--- src/rtl/branch_resolve_unit.sv ---
`default_nettype none
// ============================================================================
// Module   : branch_resolve_unit
// Purpose  : Resolves one decoded RV32I branch or jump at a time.
//            - Evaluates the condition (EQ/NE/LT/GE/LTU/GEU).
//            - Computes the target address.
//            - Holds a redirect/flush request toward fetch until fetch
//              accepts it.
//            Sits between decode and the PC mux.
// Revision : 1.0  initial release
// ----------------------------------------------------------------------------
// Parameters
//   XLEN  operand width (rs1/rs2/imm), default 32
//   PC_W  program-counter width, default 32 (PC_W <= XLEN)
// Ports
//   i_clk          in   1     clock, rising edge
//   i_rst          in   1     asynchronous active-high reset
//   i_valid        in   1     decode presents a branch/jump
//   o_ready        out  1     unit can accept (IDLE only)
//   i_funct3       in   3     branch condition select
//   i_is_jal       in   1     unconditional PC-relative jump
//   i_is_jalr      in   1     unconditional register jump (wins over jal)
//   i_rs1, i_rs2   in   XLEN  operands
//   i_imm          in   XLEN  sign-extended immediate
//   i_pc           in   PC_W  instruction PC
//   o_res_valid    out  1     one-cycle result strobe
//   o_taken        out  1     resolved direction
//   o_link         out  PC_W  pc+4
//   o_illegal      out  1     reserved funct3 on a conditional branch
//   o_misaligned   out  1     taken target with bit[1] set
//   o_redir_valid  out  1     redirect request to fetch
//   i_redir_ready  in   1     fetch accepts redirect
//   o_redir_pc     out  PC_W  redirect address, held while o_redir_valid
//   o_flush        out  1     pulse on the redirect handshake
// Build option
//   BRU_STATIC_PRED_EN
//     Fetch is assumed to have predicted two cases as taken:
//       - backward conditional branches
//       - jal
//     A redirect is raised only when that prediction was wrong.
//     Without this macro, every taken branch or jump redirects.
// ============================================================================
module branch_resolve_unit #(
  parameter int XLEN = 32,
  parameter int PC_W = 32
) (
  input  logic            i_clk,
  input  logic            i_rst,
  input  logic            i_valid,
  output logic            o_ready,
  input  logic [2:0]      i_funct3,
  input  logic            i_is_jal,
  input  logic            i_is_jalr,
  input  logic [XLEN-1:0] i_rs1,
  input  logic [XLEN-1:0] i_rs2,
  input  logic [XLEN-1:0] i_imm,
  input  logic [PC_W-1:0] i_pc,
  output logic            o_res_valid,
  output logic            o_taken,
  output logic [PC_W-1:0] o_link,
  output logic            o_illegal,
  output logic            o_misaligned,
  output logic            o_redir_valid,
  input  logic            i_redir_ready,
  output logic [PC_W-1:0] o_redir_pc,
  output logic            o_flush
);

  localparam logic [PC_W-1:0] C_FOUR     = PC_W'(4);
  localparam logic [PC_W-1:0] C_CLR_BIT0 = ~PC_W'(1);

  typedef enum logic [1:0] {
    S_IDLE     = 2'd0,
    S_EVAL     = 2'd1,
    S_REDIRECT = 2'd2
  } state_t;

  state_t r_state;
  state_t w_state_nxt;

  // captured instruction
  logic [2:0]      r_funct3;
  logic            r_is_jal;
  logic            r_is_jalr;
  logic [XLEN-1:0] r_rs1;
  logic [XLEN-1:0] r_rs2;
  logic [XLEN-1:0] r_imm;
  logic [PC_W-1:0] r_pc;
  logic [PC_W-1:0] r_redir_pc;

  logic            w_is_cond;
  logic            w_illegal;
  logic            w_eq;
  logic            w_signed_lt;
  logic            w_unsigned_lt;
  logic            w_cond_true;
  logic            w_taken;
  logic            w_misaligned;
  logic            w_pred_taken;
  logic            w_need_redir;
  logic [PC_W-1:0] w_branch_tgt;
  logic [XLEN-1:0] w_jalr_sum;
  logic [PC_W-1:0] w_jalr_tgt;
  logic [PC_W-1:0] w_target;
  logic [PC_W-1:0] w_link;
  logic [PC_W-1:0] w_redir_tgt;

  // --------------------------------------------------------------------------
  // State register and operand capture
  // --------------------------------------------------------------------------
  always_ff @(posedge i_clk or posedge i_rst) begin
    if (i_rst) begin
      r_state <= S_IDLE;
    end else begin
      r_state <= w_state_nxt;
    end
  end

  always_ff @(posedge i_clk or posedge i_rst) begin
    if (i_rst) begin
      r_funct3   <= '0;
      r_is_jal   <= 1'b0;
      r_is_jalr  <= 1'b0;
      r_rs1      <= '0;
      r_rs2      <= '0;
      r_imm      <= '0;
      r_pc       <= '0;
      r_redir_pc <= '0;
    end else begin
      if (r_state == S_IDLE && i_valid) begin
        r_funct3  <= i_funct3;
        r_is_jal  <= i_is_jal;
        r_is_jalr <= i_is_jalr;
        r_rs1     <= i_rs1;
        r_rs2     <= i_rs2;
        r_imm     <= i_imm;
        r_pc      <= i_pc;
      end
      // Latched once so the address stays stable for the whole request.
      if (r_state == S_EVAL) begin
        r_redir_pc <= w_redir_tgt;
      end
    end
  end

  // --------------------------------------------------------------------------
  // Condition evaluation
  // --------------------------------------------------------------------------
  assign w_is_cond     = ~r_is_jal & ~r_is_jalr;
  assign w_illegal     = w_is_cond & (r_funct3[2:1] == 2'b01);
  assign w_eq          = (r_rs1 == r_rs2);
  assign w_unsigned_lt = (r_rs1 < r_rs2);

  // Signed compare: when the signs differ, the negative operand is smaller.
  // When the signs match, the lower bits order the operands the same way
  // they would if compared as unsigned values.
  assign w_signed_lt = (r_rs1[XLEN-1] != r_rs2[XLEN-1]) ? r_rs1[XLEN-1]
                     : (r_rs1[XLEN-2:0] < r_rs2[XLEN-2:0]);

  always_comb begin
    w_cond_true = 1'b0;
    case (r_funct3)
      3'b000:  w_cond_true = w_eq;
      3'b001:  w_cond_true = ~w_eq;
      3'b100:  w_cond_true = w_signed_lt;
      3'b101:  w_cond_true = ~w_signed_lt;
      3'b110:  w_cond_true = w_unsigned_lt;
      3'b111:  w_cond_true = ~w_unsigned_lt;
      default: w_cond_true = 1'b0;
    endcase
  end

  assign w_taken = r_is_jal | r_is_jalr | (w_is_cond & ~w_illegal & w_cond_true);

  // --------------------------------------------------------------------------
  // Target and link addresses (modulo 2^PC_W)
  // --------------------------------------------------------------------------
  assign w_branch_tgt = r_pc + r_imm[PC_W-1:0];
  assign w_jalr_sum   = r_rs1 + r_imm;
  assign w_jalr_tgt   = w_jalr_sum[PC_W-1:0] & C_CLR_BIT0;
  assign w_target     = r_is_jalr ? w_jalr_tgt : w_branch_tgt;
  assign w_link       = r_pc + C_FOUR;
  assign w_misaligned = w_taken & w_target[1];

`ifdef BRU_STATIC_PRED_EN
  assign w_pred_taken = ~r_is_jalr & (r_is_jal | (w_is_cond & r_imm[XLEN-1]));
`else
  assign w_pred_taken = 1'b0;
`endif

  // Decide whether fetch must be redirected, and to which address.
  // - jalr: fetch cannot predict it, so it always redirects unless misaligned.
  // - illegal branch: never redirects.
  // - otherwise: redirect only when the outcome differs from the prediction.
  //     * taken but predicted not-taken  -> go to the target.
  //     * not-taken but predicted taken  -> return to the fall-through pc+4.
  always_comb begin
    w_need_redir = 1'b0;
    w_redir_tgt  = w_target;
    if (r_is_jalr) begin
      w_need_redir = ~w_misaligned;
    end else if (w_illegal) begin
      w_need_redir = 1'b0;
    end else if (w_taken != w_pred_taken) begin
      if (w_taken) begin
        w_need_redir = ~w_misaligned;
      end else begin
        w_need_redir = 1'b1;
        w_redir_tgt  = w_link;
      end
    end
  end

  // --------------------------------------------------------------------------
  // Next state and outputs
  // --------------------------------------------------------------------------
  always_comb begin
    w_state_nxt   = r_state;
    o_ready       = 1'b0;
    o_res_valid   = 1'b0;
    o_taken       = 1'b0;
    o_link        = '0;
    o_illegal     = 1'b0;
    o_misaligned  = 1'b0;
    o_redir_valid = 1'b0;
    o_redir_pc    = '0;
    o_flush       = 1'b0;
    case (r_state)
      S_IDLE: begin
        o_ready = 1'b1;
        if (i_valid) begin
          w_state_nxt = S_EVAL;
        end
      end
      S_EVAL: begin
        o_res_valid  = 1'b1;
        o_taken      = w_taken;
        o_link       = w_link;
        o_illegal    = w_illegal;
        o_misaligned = w_misaligned;
        w_state_nxt  = w_need_redir ? S_REDIRECT : S_IDLE;
      end
      S_REDIRECT: begin
        o_redir_valid = 1'b1;
        o_redir_pc    = r_redir_pc;
        if (i_redir_ready) begin
          o_flush     = 1'b1;
          w_state_nxt = S_IDLE;
        end
      end
      default: begin
        w_state_nxt = S_IDLE;
      end
    endcase
  end

endmodule
`default_nettype wire

--- config.mk ---
export PLATFORM = sky130hd
export DESIGN_NAME = branch_resolve_unit
export DESIGN_NICKNAME = d
export VERILOG_FILES = /design/src/rtl/branch_resolve_unit.sv
export SDC_FILE = /design/constraint.sdc
export NUM_CORES = 1
export LEC_CHECK = 0
export ABC_CLOCK_PERIOD_IN_PS = 5000
export BUFFER_PORTS_ARGS = -buffer_cell sky130_fd_sc_hd__buf_2
export CORE_ASPECT_RATIO = 1.25
export CORE_MARGIN = 2
export CORE_UTILIZATION = 50
export DETAILED_ROUTE_END_ITERATION = 8
export PLACE_DENSITY_LB_ADDON = 0.1
export SYNTH_ARGS = -nofsm -noshare
export SYNTH_HDL_FRONTEND = slang
export SYNTH_SLANG_ARGS = --single-unit
--- constraint.sdc ---
create_clock -name i_clk -period 5 [get_ports i_clk]
set_input_delay 0.75 -clock i_clk [delete_from_list [all_inputs] [get_ports i_clk]]
set_output_delay 0.75 -clock i_clk [all_outputs]
set_load 0.03 [all_outputs]
After elaboration in Yosys (flattened, before gate mapping) --
Index checks and enable logic that the tools add are counted.
Storage, ports and cells: flip-flop bits (word level) 167, input port bits 137, output and inout bits 71
Operators by class: add/subtract/negate cells 3, $lt $le $gt $ge 2, equality and inequality tests 12, mux-type cells 20, bitwise operators 14, reduce and logical (&&, ||, !) cells 4
Operator list (count):
- $mux 32 | 3
- $add 32x32->32 | 2
- $add 32x3->32 const B | 1
- $eq 32x32->1 | 1
- $lt 32x32->1 | 1
- $lt 31x31->1 | 1
- $eq 3x3->1 const B | 4
- $mux 1 | 12
- $not 1->1 | 7
- $mux 2 | 3
- $pmux 1 s6 | 1
- $pmux 2 s3 | 1
- $and 1x1->1 | 5
- $eq 2x1->1 const B | 2
- $ne 2x2->1 const B | 2
- $eq 3x1->1 const B | 1
- $logic_not 3->1 | 1
- $eq 2x2->1 const B | 1
- $logic_not 2->1 | 1
- $or 1x1->1 | 2
- $reduce_and 2->1 | 1
- $logic_and 1x1->1 | 1
- $ne 1x1->1 | 1

Longest topological paths before layout --
depth in word-level cells 14, gate-level depth with buffers 12, depth with buffers taken out 12

Worst setup path before layout --
OpenSTA, ideal clock, no wires.
path kind register to output, start register r_rs1[5], end output port o_misaligned, arrival time 2.880 ns, required time 4.250 ns, setup slack 1.370 ns, stages on the path, launching flop included 12, buffers on the path 0, cell sequence dfrtp_1 ha_1 a21o_1 a21o_1 a21oi_1 nor2_1 nor4b_1 o21ai_0 a221o_1 xnor2_1 mux2i_1 a211oi_1
Between the ends: word-level cells in the longest chain between the ends 8, elaborated cells between the ends (all ways) 12, classes of those cells order compare: 2; eq/ne: 1; mux: 3; bitwise: 6
Ends and longest elaborated chain:
- from (decl) | RTL line 85 | logic [XLEN-1:0] r_rs1;
- from (signal assigned) | RTL line 134 | r_rs1 <= i_rs1;
- $lt 31x31->1 | RTL line 158 | : (r_rs1[XLEN-2:0] < r_rs2[XLEN-2:0]);
- $mux 1 | RTL line 157 | assign w_signed_lt = (r_rs1[XLEN-1] != r_rs2[XLEN-1]) ? r_rs1[XLEN-1]
- $not 1->1 | RTL line 166 | 3'b101: w_cond_true = ~w_signed_lt;
- $pmux 1 s6 (*) | RTL line 162 | case (r_funct3)
- $and 1x1->1 (*) | RTL line 173 | assign w_taken = r_is_jal | r_is_jalr | (w_is_cond & ~w_illegal & w_cond_true);
- $or 1x1->1 (*) | RTL line 173
- $and 1x1->1 (*) | RTL line 183 | assign w_misaligned = w_taken & w_target[1];
- $mux 1 (*) | RTL line 228 | case (r_state)
- to (decl) | RTL line 62 | output logic o_misaligned,
Mark *: on every way between the ends. The rest lies on a longest branch, timed or not.

Worst setup path after layout --
Same ends and word-level chain as after synthesis.

==> Implementation_results.wiki <==
{| class="wikitable"
! Metric !! Value
|-
| Status || finished, final reports clean
|-
| Data required time of the critical path || roughly 4.3 ns
|-
| Post-Syn Instances || about 1,200
|-
| Total number of placement rows || 60
|-
| Largest net degree at the start of global routing || roughly 170
|-
| Min Clock Period, post-route || between 4 and 5 ns
|-
| Maximum frequency from static timing analysis || 231 MHz
|-
| Die X || ~140 um
|-
| Highest fanout seen on the critical path || 3
|-
| Unrepaired setup endpoints after global routing || false
|-
| Area growth from synthesis to layout || 17.6%
|-
| Detailed Route WL || between 20,000 and 30,000 um
|-
| WL per Instance || ~18 um
|-
| Kind of start point of the critical path || flop
|-
| Number of flops mapped to enable cells by yosys || 0
|-
| Netlist area before placement || 0.0109 mm2
|-
| Avg Cell Area, Syn || about 9.4 um2
|-
| Main area contributors after synthesis || sky130_fd_sc_hd__dfrtp_1, sky130_fd_sc_hd__ha_1, sky130_fd_sc_hd__mux2_2, sky130_fd_sc_hd__o21ai_0, sky130_fd_sc_hd__nand2_1
|-
| Period Utilization, post-route || 0.866
|-
| Latest clock arrival within the worst-skew pair || about 0.44 ns
|-
| TritonCTS clock tree || yes
|-
| YS warnings || 0
|-
| Slew at the pin closest to its max-slew limit || about 1.2 ns
|-
| Number of storage elements in the synthesis netlist || around 170
|-
| Library cells used by synthesis || slightly below 60
|-
| Area leader, netlist || sky130_fd_sc_hd__dfrtp_1
|-
| Post-Place Cells || 1,611
|-
| Top cell type's share of synthesized area || 0.383
|-
| Areal power density over the cells || just over 700 mW/mm2
|-
| CTS clk-pin slew, worst paths || ~0.070 ns
|-
| Worst clock skew || between 0.01 and 0.015 ns
|-
| Number of global-route vias before repair || around 9,200
|-
| Via-per-instance ratio || around 5.5
|-
| Post-synthesis sequential area ratio || 0.383
|-
| Critical path class || reg -> out
|-
| Total global-route track usage || 0.263
|-
| Fill cell instance count of the final layout || between 1,500 and 2,000
|-
| GRT overflow || 0
|-
| CTS hold repair buffers || 0
|-
| Final setup violating endpoints || 0
|-
| Reported leakage power || a little over 6 nW
|-
| Class of the tightest hold or removal check || reg -> reg
|-
| Final setup slack of the worst path || around 0.67 ns
|-
| Final instance count without filler cells || between 1,500 and 2,000
|-
| Detail Route Antenna Nets || 0
|-
| H-tree level count || 4
|-
| Setup Slack @ Placement || about 1.2 ns
|-
| Die outline height || about 170 um
|-
| Most used flip-flop cell after synthesis || sky130_fd_sc_hd__dfrtp_1
|-
| Max-slew violation total from the final report || 0
|-
| Max cap viols || 0
|-
| Final weighted congestion of routability-driven global placement || between 0.9 and 1
|-
| Data arrival, critical path || 3.58 ns
|-
| Global-route wire length before repair || 46,500 um
|-
| Final hold violations || 0
|-
| Residual DRC count || 0
|-
| Core Area || between 0.02 and 0.025 mm2
|-
| Starting DRT DRC Count || 375
|-
| Max VDD drop || 0.325 mV
|-
| Count of input and output buffers || about 210
|-
| Clock sink total || around 170
|-
| Total CTS buffers || 17
|-
| Category of the worst setup path capture point || output port
|-
| HPWL reported at the end of detailed placement || 22,300 um
|-
| Share of flip-flops with an asynchronous set or reset after synthesis || 1.00
|-
| Clk Tree Root Cell || sky130_fd_sc_hd__clkbuf_16
|-
| Accumulated negative setup slack || 0 ns
|-
| Overall via count from detail_route || a little over 9,000
|-
| Mapped Nets || about 1,400
|-
| Number of cells upsized or downsized after cts || 0
|-
| Detailed Routing Iterations Pass 1 || 4
|-
| Max-slew headroom at the worst pin || 0.196
|-
| Post-CTS setup buffers || 0
|-
| Starting Density || 0.509
|-
| Area enclosed by the die boundary || about 0.023 mm2
|-
| Clock Tree Buf Depth || 2
|-
| Share of layout cells above drive strength 1 || 0.265
|-
| I/O pins || 208
|-
| Number of antenna violations at the first check in global routing || 2
|-
| Number of nets in the finished design || 1,584
|}
[synth_stat cells (6+ instances only)]
| library cell | instances |
|---|---|
| sky130_fd_sc_hd__dfrtp_1 | 167 |
| sky130_fd_sc_hd__nand2_1 | 112 |
| sky130_fd_sc_hd__mux2_2 | 99 |
| sky130_fd_sc_hd__o21ai_0 | 97 |
| sky130_fd_sc_hd__ha_1 | 94 |
| sky130_fd_sc_hd__nor2_1 | 88 |
| sky130_fd_sc_hd__a21oi_1 | 67 |
| sky130_fd_sc_hd__inv_1 | 50 |
| sky130_fd_sc_hd__and2_1 | 42 |
| sky130_fd_sc_hd__xnor2_1 | 37 |
| sky130_fd_sc_hd__xor2_1 | 37 |
| sky130_fd_sc_hd__a21o_1 | 33 |
| sky130_fd_sc_hd__clkbuf_1 | 31 |
| sky130_fd_sc_hd__nand3_1 | 29 |
| sky130_fd_sc_hd__a31oi_1 | 21 |
| sky130_fd_sc_hd__nand4_1 | 14 |
| sky130_fd_sc_hd__nor3_1 | 11 |
| sky130_fd_sc_hd__buf_1 | 10 |
| sky130_fd_sc_hd__o21a_1 | 10 |
| sky130_fd_sc_hd__a211oi_1 | 9 |
| sky130_fd_sc_hd__nand2b_1 | 9 |
| sky130_fd_sc_hd__o21bai_1 | 9 |
| sky130_fd_sc_hd__and3_1 | 8 |
| sky130_fd_sc_hd__and4_1 | 6 |
| sky130_fd_sc_hd__nor2b_1 | 6 |
[power by group]
part	internal (mW)	switching (mW)	leakage [nW]
clock	0.759	0.624	0.303
combinational	2.27	2.96	3.86
sequential	1.91	0.580	1.99
total	4.94	4.16	6.15
[cells in the final DEF, fill, tap and decap left out, drive strengths merged, types with 42 or more instances in the layout]
cell type / Yosys / routed
ha: 94 / 94
and2: 42 / 42
inv: 50 / 56
a21oi: 67 / 67
dfrtp: 167 / 167
mux2: 99 / 99
nand2: 112 / 112
buf: 10 / 214
nor2: 88 / 88
o21ai: 103 / 103
[cells by family after synthesis]
| kind of cell | synth area share |
|---|---|
| buffers and inverters | 0.0313 |
| AND/OR/NAND/NOR | 0.150 |
| flip-flops | 0.383 |
| adder cells (fa/ha/maj) | 0.111 |
| AO/OA/AOI/OAI | 0.158 |
| multiplexers | 0.107 |
| XOR/XNOR | 0.0594 |
[critical path, cell delays in order, from the launching register on]
cell,delay (ns)
sky130_fd_sc_hd__dfrtp_1,0.41
sky130_fd_sc_hd__ha_1,0.32
sky130_fd_sc_hd__a21o_1,0.19
sky130_fd_sc_hd__a21o_1,0.17
sky130_fd_sc_hd__a21oi_1,0.13
sky130_fd_sc_hd__nor2_1,0.06
sky130_fd_sc_hd__nor4b_1,0.51
sky130_fd_sc_hd__o21ai_0,0.17
sky130_fd_sc_hd__a221o_1,0.32
sky130_fd_sc_hd__xnor2_1,0.12
sky130_fd_sc_hd__mux2i_1,0.38
sky130_fd_sc_hd__a211oi_1,0.14
sky130_fd_sc_hd__buf_2,0.22
[flip-flops by register name, indices dropped and copies added, names as in the netlist]
register    cells
r_funct3        3
r_is_jal        1
r_pc           32
r_rs1          32
r_imm          32
r_is_jalr       1
r_rs2          32
r_state         2
r_redir_pc     32
[layer usage]
metal | up-vias | global-route usage | share of wire
met5 | - | 0 | 0
met4 | 0 | 0.0956 | 0.030
met3 | 39 | 0.0433 | 0.041
met2 | 205 | 0.482 | 0.53
met1 | 4369 | 0.307 | 0.40
li1 | 4495 | - | -
[final cells by class]
| cell class | count | area (um2) | share of cell area |
|---|---|---|---|
| Antenna cell | 2 | 5.00 | 0.000390 |
| Clock buffer | 17 | 425 | 0.0331 |
| Clock inverter | 15 | 184 | 0.0143 |
| Inverter | 50 | 191 | 0.0149 |
| Multi-Input combinational cell | 901 | 6400 | 0.499 |
| Sequential cell | 167 | 4180 | 0.325 |
| Tap cell | 279 | 349 | 0.0272 |
| Timing Repair Buffer | 214 | 1100 | 0.0858 |
[through the flow]
stage,cell area [um2],power [mW],util,hold slack (ns)
4_1_cts,12800,9.15,0.598,0.478
2_1_floorplan,10900,6.36,-,0.438
5_1_grt,12800,9.89,0.598,0.510
3_5_place_dp,12200,7.71,0.569,0.463
6_report,12800,9.10,0.598,0.476
3_3_place_gp,12200,7.65,0.569,0.456
[path summary, 6_finish.rpt]
kind	end	from	slack [ns]	depth (start not counted)
worst min-delay path	r_redir_pc[22]	r_redir_pc[22]	0.48	2
min in group asynchronous	r_rs2[29]	i_rst	0.49	3
worst max-delay path	o_misaligned	r_rs1[5]	0.67	12
worst min register to register	r_redir_pc[22]	r_redir_pc[22]	0.48	2
max in group asynchronous	r_redir_pc[16]	i_rst	3.72	3
worst max register to register	r_redir_pc[30]	r_imm[0]	1.55	12
No activity file was read; power rests on OpenSTA's default activity.
